`src/rtl/fft_ctrl_sm_param.sv`:
```
// Control sequencer for an in-place radix-2 DIT FFT: bit-reversed load, staged butterfly
// issue with a write-back delay line matching the butterfly pipeline, and stalled output.
module fft_ctrl_sm_param #(
  parameter int LOG2N  = 4,
  parameter int DW     = 16,
  parameter int BF_LAT = 2
) (
  input  logic               clk,
  input  logic               reset,
  input  logic               in_push,
  input  logic [DW-1:0]      in_real,
  input  logic [DW-1:0]      in_imag,
  output logic               in_stall,
  output logic [LOG2N-1:0]   read_addr_1,
  output logic [LOG2N-1:0]   read_addr_2,
  output logic [LOG2N-2:0]   w_addr,
  output logic               bfly_valid,
  output logic [LOG2N-1:0]   write_addr_1,
  output logic [2*DW-1:0]    write_data_1,
  output logic               write_en_1,
  output logic [LOG2N-1:0]   write_addr_2,
  output logic               write_en_2,
  output logic               write_back,
  output logic               out_push,
  input  logic               out_stall,
  output logic               busy,
  output logic               done
);

  // state   | meaning
  // IDLE    | waiting for the first sample of a frame
  // LOAD    | writing samples at bit-reversed addresses
  // COMPUTE | issuing one butterfly per cycle for the current stage
  // DRAIN   | letting the butterfly pipeline empty before the next stage
  // OUTPUT  | streaming results in natural order under out_stall
  typedef enum logic [2:0] {
    S_IDLE    = 3'd0,
    S_LOAD    = 3'd1,
    S_COMPUTE = 3'd2,
    S_DRAIN   = 3'd3,
    S_OUTPUT  = 3'd4
  } state_t;

  localparam int SW = $clog2(LOG2N);

  localparam logic [LOG2N-1:0] CNT_LAST   = '1;
  localparam logic [LOG2N-1:0] ONE        = LOG2N'(1);
  localparam logic [LOG2N-2:0] B_LAST     = '1;
  localparam logic [SW-1:0]    STAGE_LAST = SW'(LOG2N - 1);
  localparam logic [3:0]       DRAIN_INIT = 4'(BF_LAT - 1);

  state_t           state;
  logic [LOG2N-1:0] cnt;
  logic [SW-1:0]    stage;
  logic [LOG2N-2:0] bidx;
  logic [3:0]       drain_cnt;

  logic             dl_v  [BF_LAT];
  logic [LOG2N-1:0] dl_a1 [BF_LAT];
  logic [LOG2N-1:0] dl_a2 [BF_LAT];

  logic [LOG2N-1:0] cnt_rev;
  logic [LOG2N-1:0] b_ext;
  logic [LOG2N-1:0] span;
  logic [LOG2N-1:0] pos;
  logic [LOG2N-1:0] top;
  logic [SW-1:0]    w_shift;
  logic [LOG2N-2:0] w_idx;

  always_comb begin
    cnt_rev = '0;
    for (int i = 0; i < LOG2N; i++) cnt_rev[i] = cnt[LOG2N-1-i];
  end

  // Butterfly b of stage s sits in group b>>s; the group base is that index times 2*span.
  always_comb begin
    b_ext   = {1'b0, bidx};
    span    = ONE << stage;
    pos     = b_ext & (span - ONE);
    top     = ((b_ext >> stage) << stage) << 1;
    w_shift = STAGE_LAST - stage;
    w_idx   = (LOG2N-1)'(pos << w_shift);
  end

  always_comb begin
    in_stall     = 1'b0;
    read_addr_1  = '0;
    read_addr_2  = '0;
    w_addr       = '0;
    bfly_valid   = 1'b0;
    write_addr_1 = '0;
    write_data_1 = '0;
    write_en_1   = 1'b0;
    write_addr_2 = '0;
    write_en_2   = 1'b0;
    write_back   = 1'b0;
    out_push     = 1'b0;
    done         = 1'b0;
    busy         = (state != S_IDLE);
    unique case (state)
      S_IDLE, S_LOAD: begin
        write_en_1   = in_push;
        write_addr_1 = cnt_rev;
        write_data_1 = in_push ? {in_real, in_imag} : '0;
      end
      S_COMPUTE, S_DRAIN, S_OUTPUT: begin
        in_stall     = 1'b1;
        write_back   = 1'b1;
        write_en_1   = dl_v[BF_LAT-1];
        write_en_2   = dl_v[BF_LAT-1];
        write_addr_1 = dl_a1[BF_LAT-1];
        write_addr_2 = dl_a2[BF_LAT-1];
        if (state == S_COMPUTE) begin
          bfly_valid  = 1'b1;
          read_addr_1 = top | pos;
          read_addr_2 = top | pos | span;
          w_addr      = w_idx;
        end
        if (state == S_OUTPUT) begin
          read_addr_1 = cnt;
          out_push    = !out_stall;
          done        = !out_stall && (cnt == CNT_LAST);
        end
      end
      default: ;
    endcase
  end

  always_ff @(posedge clk or posedge reset) begin
    if (reset) begin
      state     <= S_IDLE;
      cnt       <= '0;
      stage     <= '0;
      bidx      <= '0;
      drain_cnt <= '0;
    end else begin
      unique case (state)
        S_IDLE: begin
          if (in_push) begin
            cnt   <= ONE;
            state <= S_LOAD;
          end
        end
        S_LOAD: begin
          if (in_push) begin
            if (cnt == CNT_LAST) begin
              cnt   <= '0;
              stage <= '0;
              bidx  <= '0;
              state <= S_COMPUTE;
            end else begin
              cnt <= cnt + ONE;
            end
          end
        end
        S_COMPUTE: begin
          if (bidx == B_LAST) begin
            bidx      <= '0;
            drain_cnt <= DRAIN_INIT;
            state     <= S_DRAIN;
          end else begin
            bidx <= bidx + 1'b1;
          end
        end
        S_DRAIN: begin
          if (drain_cnt == 4'd0) begin
            if (stage == STAGE_LAST) begin
              cnt   <= '0;
              state <= S_OUTPUT;
            end else begin
              stage <= stage + SW'(1);
              state <= S_COMPUTE;
            end
          end else begin
            drain_cnt <= drain_cnt - 4'd1;
          end
        end
        S_OUTPUT: begin
          if (!out_stall) begin
            if (cnt == CNT_LAST) begin
              cnt   <= '0;
              state <= S_IDLE;
            end else begin
              cnt <= cnt + ONE;
            end
          end
        end
        default: state <= S_IDLE;
      endcase
    end
  end

  // Issued addresses reappear on the write ports BF_LAT cycles later.
  always_ff @(posedge clk or posedge reset) begin
    if (reset) begin
      for (int i = 0; i < BF_LAT; i++) begin
        dl_v[i]  <= 1'b0;
        dl_a1[i] <= '0;
        dl_a2[i] <= '0;
      end
    end else begin
      dl_v[0]  <= bfly_valid;
      dl_a1[0] <= read_addr_1;
      dl_a2[0] <= read_addr_2;
      for (int i = 1; i < BF_LAT; i++) begin
        dl_v[i]  <= dl_v[i-1];
        dl_a1[i] <= dl_a1[i-1];
        dl_a2[i] <= dl_a2[i-1];
      end
    end
  end

endmodule

```
`config.mk`:
```
export PLATFORM = sky130hd
export DESIGN_NAME = fft_ctrl_sm_param
export DESIGN_NICKNAME = d
export VERILOG_FILES = /design/src/rtl/fft_ctrl_sm_param.sv
export SDC_FILE = /design/constraint.sdc
export NUM_CORES = 1
export LEC_CHECK = 0
export ABC_AREA = 1
export ABC_CLOCK_PERIOD_IN_PS = 1550
export BUFFER_PORTS_ARGS = -buffer_cell sky130_fd_sc_hd__buf_2
export CAP_MARGIN = 20
export CORE_MARGIN = 2
export CORE_UTILIZATION = 43
export DETAILED_ROUTE_END_ITERATION = 16
export PLACE_DENSITY = 0.77
export REMOVE_ABC_BUFFERS = 1
export SLEW_MARGIN = 20
export SYNTH_ARGS = -nofsm -noshare
export SYNTH_HDL_FRONTEND = slang
export SYNTH_SLANG_ARGS = --single-unit
```
`constraint.sdc`:
```
create_clock -name clk -period 1.55 [get_ports clk]
set_clock_uncertainty 0.1 [all_clocks]
set_input_delay 0.31 -clock clk [delete_from_list [all_inputs] [get_ports clk]]
set_output_delay 0.31 -clock clk [all_outputs]
set_load 0.01 [all_outputs]
```
-- Word level (Yosys, flattened, before mapping)
Index checks and enable logic that the tools add are counted.
- add/subtract/negate cells: 6
- equality and inequality tests: 17
- shifts and indexed selects: 4
- multiplexer cells: 47
- bitwise gates (word level): 3
- reductions and logical operators: 16
- operators with widths (cell ; count):
    two-way mux 32 bit ; 2
    two-way mux 4 bit ; 14
    two-way mux 3 bit ; 12
    inequality test 2 bit (second input constant) ; 8
    one-hot mux 4 bit (2 select lines) ; 2
    one-hot mux 4 bit (4 select lines) ; 1
    one-hot mux 3 bit (5 select lines) ; 1
    two-way mux 1 bit ; 8
    two-way mux 2 bit ; 4
    bitwise OR 4 bit ; 2
    << shifter 4 x 2 -> 3 bit ; 2
    subtractor 4 x 1 -> 4 bit (second input constant) ; 2
    AND reduction 7 bit ; 1
    == test 3 x 2 -> 1 bit (second input constant) ; 2
    == test 3 bit (second input constant) ; 2
    one-hot mux 3 bit (2 select lines) ; 1
    AND reduction 3 bit ; 2
    AND reduction 6 bit ; 1
    nonzero test 2 bit ; 3
    AND reduction 5 bit ; 1
    adder 4 x 1 -> 4 bit (second input constant) ; 1
    AND 3 x 4 -> 4 bit ; 1
    == test 4 bit (second input constant) ; 1
    zero test 4 bit ; 1
    17 further kinds ; 18
- register bits after elaboration: 34
- input bits: 36
- output and inout port bits: 59
- logic and storage cells: 104

-- Depth between registers and ports, before layout
Gate-level depths: netlist of run 1.
- word-level depth: 7
- depth in mapped cells: 9
- mapped depth without buffers: 9

-- Worst setup path before layout of run 1
Ideal clock, no wire load.
- path type: reg2out
- start point: reg stage[0]
- end point: out read_addr_1[1]
- arrival time: 1.309 ns
- required time: 1.140 ns
- setup slack: -0.169 ns
- stages on the path, launching flop included: 8
- cells stage by stage: dfrtp_1 > inv_1 > ha_1 > a21oi_1 > o21ai_0 > nand2_1 > nand2_1 > o21ai_0
- word-level cells in the longest chain between the ends: 7
- elaborated cells between the ends (all ways): 9
- those cells by class: add/sub (1); shift (3); mux (3); bitwise (2)
- RTL lines (item ; RTL line ; RTL):
    start: declaration ; 54 ; logic [SW-1:0] stage;
    start signal: assignment ; 171 ; stage <= stage + SW'(1);
    << shifter 1 x 2 -> 4 bit ; 78 ; span = ONE << stage;
    subtractor 4 x 1 -> 4 bit ; 79 ; pos = b_ext & (span - ONE);
    AND 3 x 4 -> 4 bit ; 79 ;
    bitwise OR 4 bit (*) ; 115 ; read_addr_1 = top | pos;
    two-way mux 4 bit (*) ; 113 ; if (state == S_COMPUTE) begin
    two-way mux 4 bit (*) ; 119 ; if (state == S_OUTPUT) begin
    two-way mux 4 bit (*) ; 100 ; unique case (state)
    end: declaration ; 14 ; output logic [LOG2N-1:0] read_addr_1,
Every way passes the cells marked *; elsewhere a longest branch is shown, timed or not.

-- Worst setup path after layout of run 1
- start point: reg stage[1]
- end point: out w_addr[1]
- word-level cells in the longest chain between the ends: 6
- elaborated cells between the ends (all ways): 7
- those cells by class: add/sub (2); shift (2); mux (2); bitwise (1)
- RTL lines (item ; RTL line ; RTL):
    << shifter 1 x 2 -> 4 bit ; 78 ;
    subtractor 4 x 1 -> 4 bit ; 79 ;
    AND 3 x 4 -> 4 bit ; 79 ;
    << shifter 4 x 2 -> 3 bit (*) ; 82 ; w_idx = (LOG2N-1)'(pos << w_shift);
    two-way mux 3 bit (*) ; 113 ;
    two-way mux 3 bit (*) ; 100 ;
    end: declaration ; 16 ; output logic [LOG2N-2:0] w_addr,
Marked as above.

==> flow_summary.toml, run 1 <==
[global_routing]
antenna_found_initial = 0
grt_start_max_net_pins = 35
grt_pass1_wl_um = 13700
grt_pass1_vias = 2842
grt-ovfl-total = 0
gr-usage-all-layers_pct = 33.7

[layout]
diodes = 0
multiInputGateArea_mm2 = 0.00158
fillers = 231
fin_nets = 525
register_area_um2 = 855
drive_above_1_share_pct = 60.3
syn_to_final_growth_pct = 95.5

[timing]
rsz0062_at_grt = "true"
layout_setup_ws_ps = -690
hold_violations = 11
period_needed_ps = 2240
finalSetupViolations = 75
tns_ps = -32730
drv_slew = 0
timing.fmax_mhz = 446
hold-worst-slack_ps = -7.65
fin_crit_sh_pct = 144
worstMarginPinSlew_ps = 439
relSlewSlack_pct = 70.7

[hold_path]
hold_class = "in2async"

[logic_synthesis]
ys_async_sr_fraction_pct = 100
yosysUniqueCellTypes = 25
netlist_area_mm2 = 0.00215
ys.flop_type = "dfrtp_1"
synth-seq-area-share_pct = 39.5
netlist_instances = 310
yosysMostFrequentCell = "nand2_1"
synth_edf_count = 0
synth_common_cells = "nand2_1, nor2_1, inv_1"
ys_seq_elements = 34
syn_avg_cell_area_um2 = 6.94
netlist_top_cells_area = "dfrtp_1, nand2_1, nor2_1"
synth_top_area_share_pct = 39.5
yosysWarnings = 0
yosys.area.top_type = "dfrtp_1"

[clocking]
postCtsHoldBufs = 0
cts_tree = "yes"
clockRootBuffer = "clkbuf_8"
cts_buffer_depth = 2
cts_buffers = 5
clk_latency_ps = 300
htreeDepth = 2
cts.sinks = 34
clk_pin_slew_ps = 80

[power]
peakVddDrop_mv = 1.93
swShare_pct = 46.0
power-per-cell-area_mw_per_mm2 = 1900
combPwrFrac_pct = 69.5
switching_power_uw = 3680
intPower_uw = 4320
sequentialPowerShare_pct = 17.9
clock_power_share_pct = 12.6
leakagePower_uw = 0.00224
total_power_uw = 8000

[place]
portBuffers = 94
place_hpwl_um = 4720
place_congestion = 0.868

[run_status]
violations = "negative hold slack, negative setup slack"
status = "complete, but fails checks"

[floorplan]
start_util_pct = 45.0
num_rows = 25
io_pins = 95
die_area_mm2 = 0.00559
chipWidth_um = 74.7
coreArea_mm2 = 0.00479
die_h_um = 74.7

[setup_path]
worst-path-max-fanout = 3
endpoint_kind = "output port"
cp.arrival_ps = 1830
regToRegSetupSlack_ps = -370
critical_path_class = "reg2out"
cp.required_ps = 1140
start_kind = "flip-flop"

[detailed_routing]
wirelength_um = 10700
ant_nets = 0
drt_iter0_drc = 179
drtPass1Iterations = 5
num_vias = 2995
drc = 0
via_per_inst = 5.47
routedWlPerCell_um = 19.6

[flow_run]
max_cap_viol_count = 0
[worst paths after layout]
check | startpoint | to | depth (start not counted)
max in group asynchronous | reset | state[2]$_DFFE_PP0P_ | 3
worst max-delay path | stage[1]$_DFFE_PP0P_ | w_addr[1] | 10
min in group clk | dl_a2[4]$_DFF_PP0_ | dl_a2[0]$_DFF_PP0_ | 0
worst min register to register | dl_a2[4]$_DFF_PP0_ | dl_a2[0]$_DFF_PP0_ | 0
worst max register to register | state[1]$_DFFE_PP0P_ | cnt[0]$_DFFE_PP0P_ | 11
worst min-delay path | reset | dl_a2[1]$_DFF_PP0_ | 3
[layer usage]
| layer | global-route usage (%) | vias to the layer above | part of all wire, % |
|---|---|---|---|
| met1 | 33.8 | 1404 | 33 |
| met2 | 62.8 | 219 | 52 |
| met4 | 22.6 | 0 | 7.6 |
| li1 | - | 1292 | - |
| met3 | 6.16 | 80 | 7.3 |
| met5 | 0 | - | 0 |
[final cells by class]
class	instances	area share, %
clock buffer	5	1.64
sequential	34	20.3
timing repair buffer	173	32.8
clock inverter	3	1.64
inverter	41	4.07
tap	67	1.99
multi-input combinational	225	37.6
[timing repair]
action,4_1_cts,5_1_grt
gates resized for setup,136,70
setup endpoints to repair,69,76
setup buffers,45,23
gates cloned,3,0
pin swaps,21,30
[registers in the layout, indices dropped and copies added, names as in the netlist]
signal / count
dl_a1: 8
stage: 2
state: 3
dl_v: 2
drain_cnt: 4
bidx: 3
dl_a2: 8
cnt: 4
[cells in the final DEF, fill, tap and decap left out, drive strengths merged]
cell and n:
ha 9, xnor2 1, nor2 61, nand4 2
bufinv 2, o21ai 18, buf 173, nand2 104
dfrtp 34, clkinv 2, o21bai 1, nand3 19
nor3 2, o22ai 2, a21oi 6, clkbuf 5
inv 40
[power groups by stage]
stage               clock (uW)  combinational (uW)  sequential, uW
detailed placement           0                2920            1370
floorplan                    0                1630            1380
finish                    1010                5560            1430
global placement             0                2840            1370
CTS                        988                4250            1380
global route              1040                5830            1460
[stage by stage]
stage / cell area [um^2] / cells / worst slack, ps / utilization, % / hold WS [ps]
2_1_floorplan: 2090 / 300 / -170 / - / 231
3_5_place_dp: 2930 / 495 / -307 / 61.2 / 235
5_1_grt: 4210 / 548 / -757 / 87.9 / 32.3
4_1_cts: 3850 / 537 / -483 / 80.4 / 11.5
6_report: 4210 / 548 / -690 / 87.9 / -7.65
3_3_place_gp: 2930 / 495 / -239 / 61.2 / 232
[worst max-delay path, stage by stage (launching register included)]
cell and delay (ps):
dfrtp_1 410, inv_2 140, ha_4 160, inv_4 40, a21oi_4 110, o21ai_2 80
buf_4 150, nand2_1 90, nand4_1 100, inv_1 90, buf_2 140
[cell families (layout without fill, tap and decap cells)]
kind of cell | Yosys count | after routing | synth area share (%)
flops | 34 | 34 | 39.5
xor+xnor | 1 | 1 | 0.407
fa+ha+maj | 9 | 9 | 5.23
simple gates | 188 | 188 | 38.3
buf+inv | 51 | 222 | 10.0
compound gates | 27 | 27 | 6.51
Power figures use the tool's default switching activity.
==> inputs of run 2 (changes only) <==
--- a/config.mk
+++ b/config.mk
@@ -12,7 +12,7 @@
 export CORE_MARGIN = 2
 export CORE_UTILIZATION = 43
 export DETAILED_ROUTE_END_ITERATION = 16
-export PLACE_DENSITY = 0.77
+export PLACE_DENSITY = 0.86
 export REMOVE_ABC_BUFFERS = 1
 export SLEW_MARGIN = 20
 export SYNTH_ARGS = -nofsm -noshare
==> run 2 against run 1 <==
Compared with the run above: critical path depth fell by 1; maximum frequency fell by 5.7%; critical endpoint is now w_addr[2]; critical path type unchanged; sequential share of layout area is 0.14 points lower; the run ends with negative setup slack left; largest power group unchanged.
==> flow_summary.toml, run 2 (synthesis results as in run 1) <==
[global_routing]
grt_pass1_vias = 2843
antenna_found_initial = 1
grt_pass1_wl_um = 14100
grt-ovfl-total = 0
gr-usage-all-layers_pct = 34.7
grt_start_max_net_pins = 35

[flow_run]
max_cap_viol_count = 0

[floorplan]
die_h_um = 74.7
num_rows = 25
die_area_mm2 = 0.00559
start_util_pct = 45.0
chipWidth_um = 74.7
io_pins = 95
coreArea_mm2 = 0.00479

[place]
portBuffers = 94
place_congestion = 0.905
dp_slack_ps = -311
place_hpwl_um = 4880
dp_cells = 490

[power]
power-per-cell-area_mw_per_mm2 = 1930
intPower_uw = 4100
sequentialPowerShare_pct = 18.3
swShare_pct = 50.0
clock_power_share_pct = 12.9
peakVddDrop_mv = 1.23
leakagePower_uw = 0.00217
switching_power_uw = 4110
combPwrFrac_pct = 68.8

[layout]
syn_to_final_growth_pct = 97.4
layout_common_cells = "nand2_1, buf_2, buf_6"
diodes = 0
reg_top3 = "dl_a1: 8 flops, dl_a2: 8 flops"
drive_above_1_share_pct = 62.6
final_common_cell = "nand2_1"
instances_no_fill = 532
fin_nets = 509

[setup_path]
endpoint_kind = "output port"
r2r_start = "stage[1]$_DFFE_PP0P_"
startpoint = "stage[1]$_DFFE_PP0P_"
worst-path-max-fanout = 2
start_kind = "flip-flop"
cp.required_ps = 1140
cp.arrival_ps = 1970
critical_path_class = "reg2out"

[timing]
hold_violations = 0
rsz0062_at_grt = "true"
finalSetupViolations = 78
relSlewSlack_pct = 70.2
timing.fmax_mhz = 421
fin_crit_sh_pct = 153
layout_setup_ws_ps = -825
period_needed_ps = 2380
drv_slew = 0
worstMarginPinSlew_ps = 447

[clocking]
clk_pin_slew_ps = 80
htreeDepth = 2
cts_buffer_depth = 2
clockRootBuffer = "clkbuf_8"
postCtsHoldBufs = 0
cts_tree = "yes"
cts.sinks = 34
cts_buffers = 5
clk_latency_ps = 320

[run_status]
violations = "negative setup slack"
status = "complete, but fails checks"

[detailed_routing]
via_per_inst = 6.51
num_vias = 3463
drt_iter0_drc = 578
ant_nets = 0
drtPass1Iterations = 6
routedWlPerCell_um = 26.9
drc = 0
wirelength_um = 14300

[hold_path]
hold_class = "in2async"
[run 2: changes by cell type in the layout (fill, tap and decap cells not counted), moves of 3 or more]
cell     change
nor2_4      +19
buf_2       -18
nor2_1      -18
nand2_2      -6
ha_1         -4
nand2_1      +4
nand2_4      +4
buf_4        -3
buf_6        +3
inv_4        +3
[run 2: per-stage QoR]
step	total power (uW)	area, um^2	TNS [ps]	hold WS, ps	utilization (%)
floorplan	3010	2090	-1200	231	-
global placement	4130	2890	-2040	233	60.4
detailed placement	4260	2890	-3530	235	60.4
CTS	6260	3570	-23430	1.64	74.6
global route	8460	4250	-38460	37.3	88.8
finish	8210	4250	-36140	5.32	88.8
[run 2: critical path: stages (launching register included)]
cell and delay, ps:
dfrtp_1 390, buf_4 130, buf_6 120, ha_4 170, nand2_4 60, o21ai_2 280, o21bai_1 190, nand2_1 110
inv_1 70, buf_2 130
[run 2: power by group through the flow]
stage | Clock, uW | Sequential, uW | Combinational, uW
floorplan | 0 | 1380 | 1630
global placement | 0 | 1350 | 2780
detailed placement | 0 | 1370 | 2890
CTS | 1000 | 1390 | 3860
global route | 1090 | 1510 | 5860
finish | 1060 | 1500 | 5650
[run 2: final cells by class]
class,count,area (um^2)
multi-input combinational,225,1690
timing repair buffer,156,1290
sequential,34,857
fill,168,537
inverter,41,174
tap,67,83.8
clock buffer,5,68.8
clock inverter,3,68.8
timing repair inverter,1,7.51
[run 2: worst paths after layout]
check                                            end  slack, ps  cells past startpoint
worst min-delay path              dl_a2[0]$_DFF_PP0_          5                      3
worst max-delay path                       w_addr[2]       -830                      9
worst max register to register    dl_a2[6]$_DFF_PP0_       -440                     11
max in group asynchronous       state[1]$_DFFE_PP0P_        990                      3
worst min register to register    dl_a1[3]$_DFF_PP0_        260                      0
min in group clk                  dl_a1[3]$_DFF_PP0_        260                      0
[run 2: routing by layer]
layer / GRT usage (%) / part of all wire [%] / up-vias
met5: 0 / 0.091 / -
met4: 24.8 / 12 / 2
met3: 12.4 / 16 / 180
met2: 63.0 / 44 / 472
met1: 31.8 / 28 / 1549
li1: - / - / 1260
[run 2: timing repair]
item | in CTS | in global routing
setup buffers | 21 | 15
resized for setup | 83 | 163
gates cloned | 4 | 0
pin swaps | 11 | 23
endpoints found under the setup margin | 69 | 76
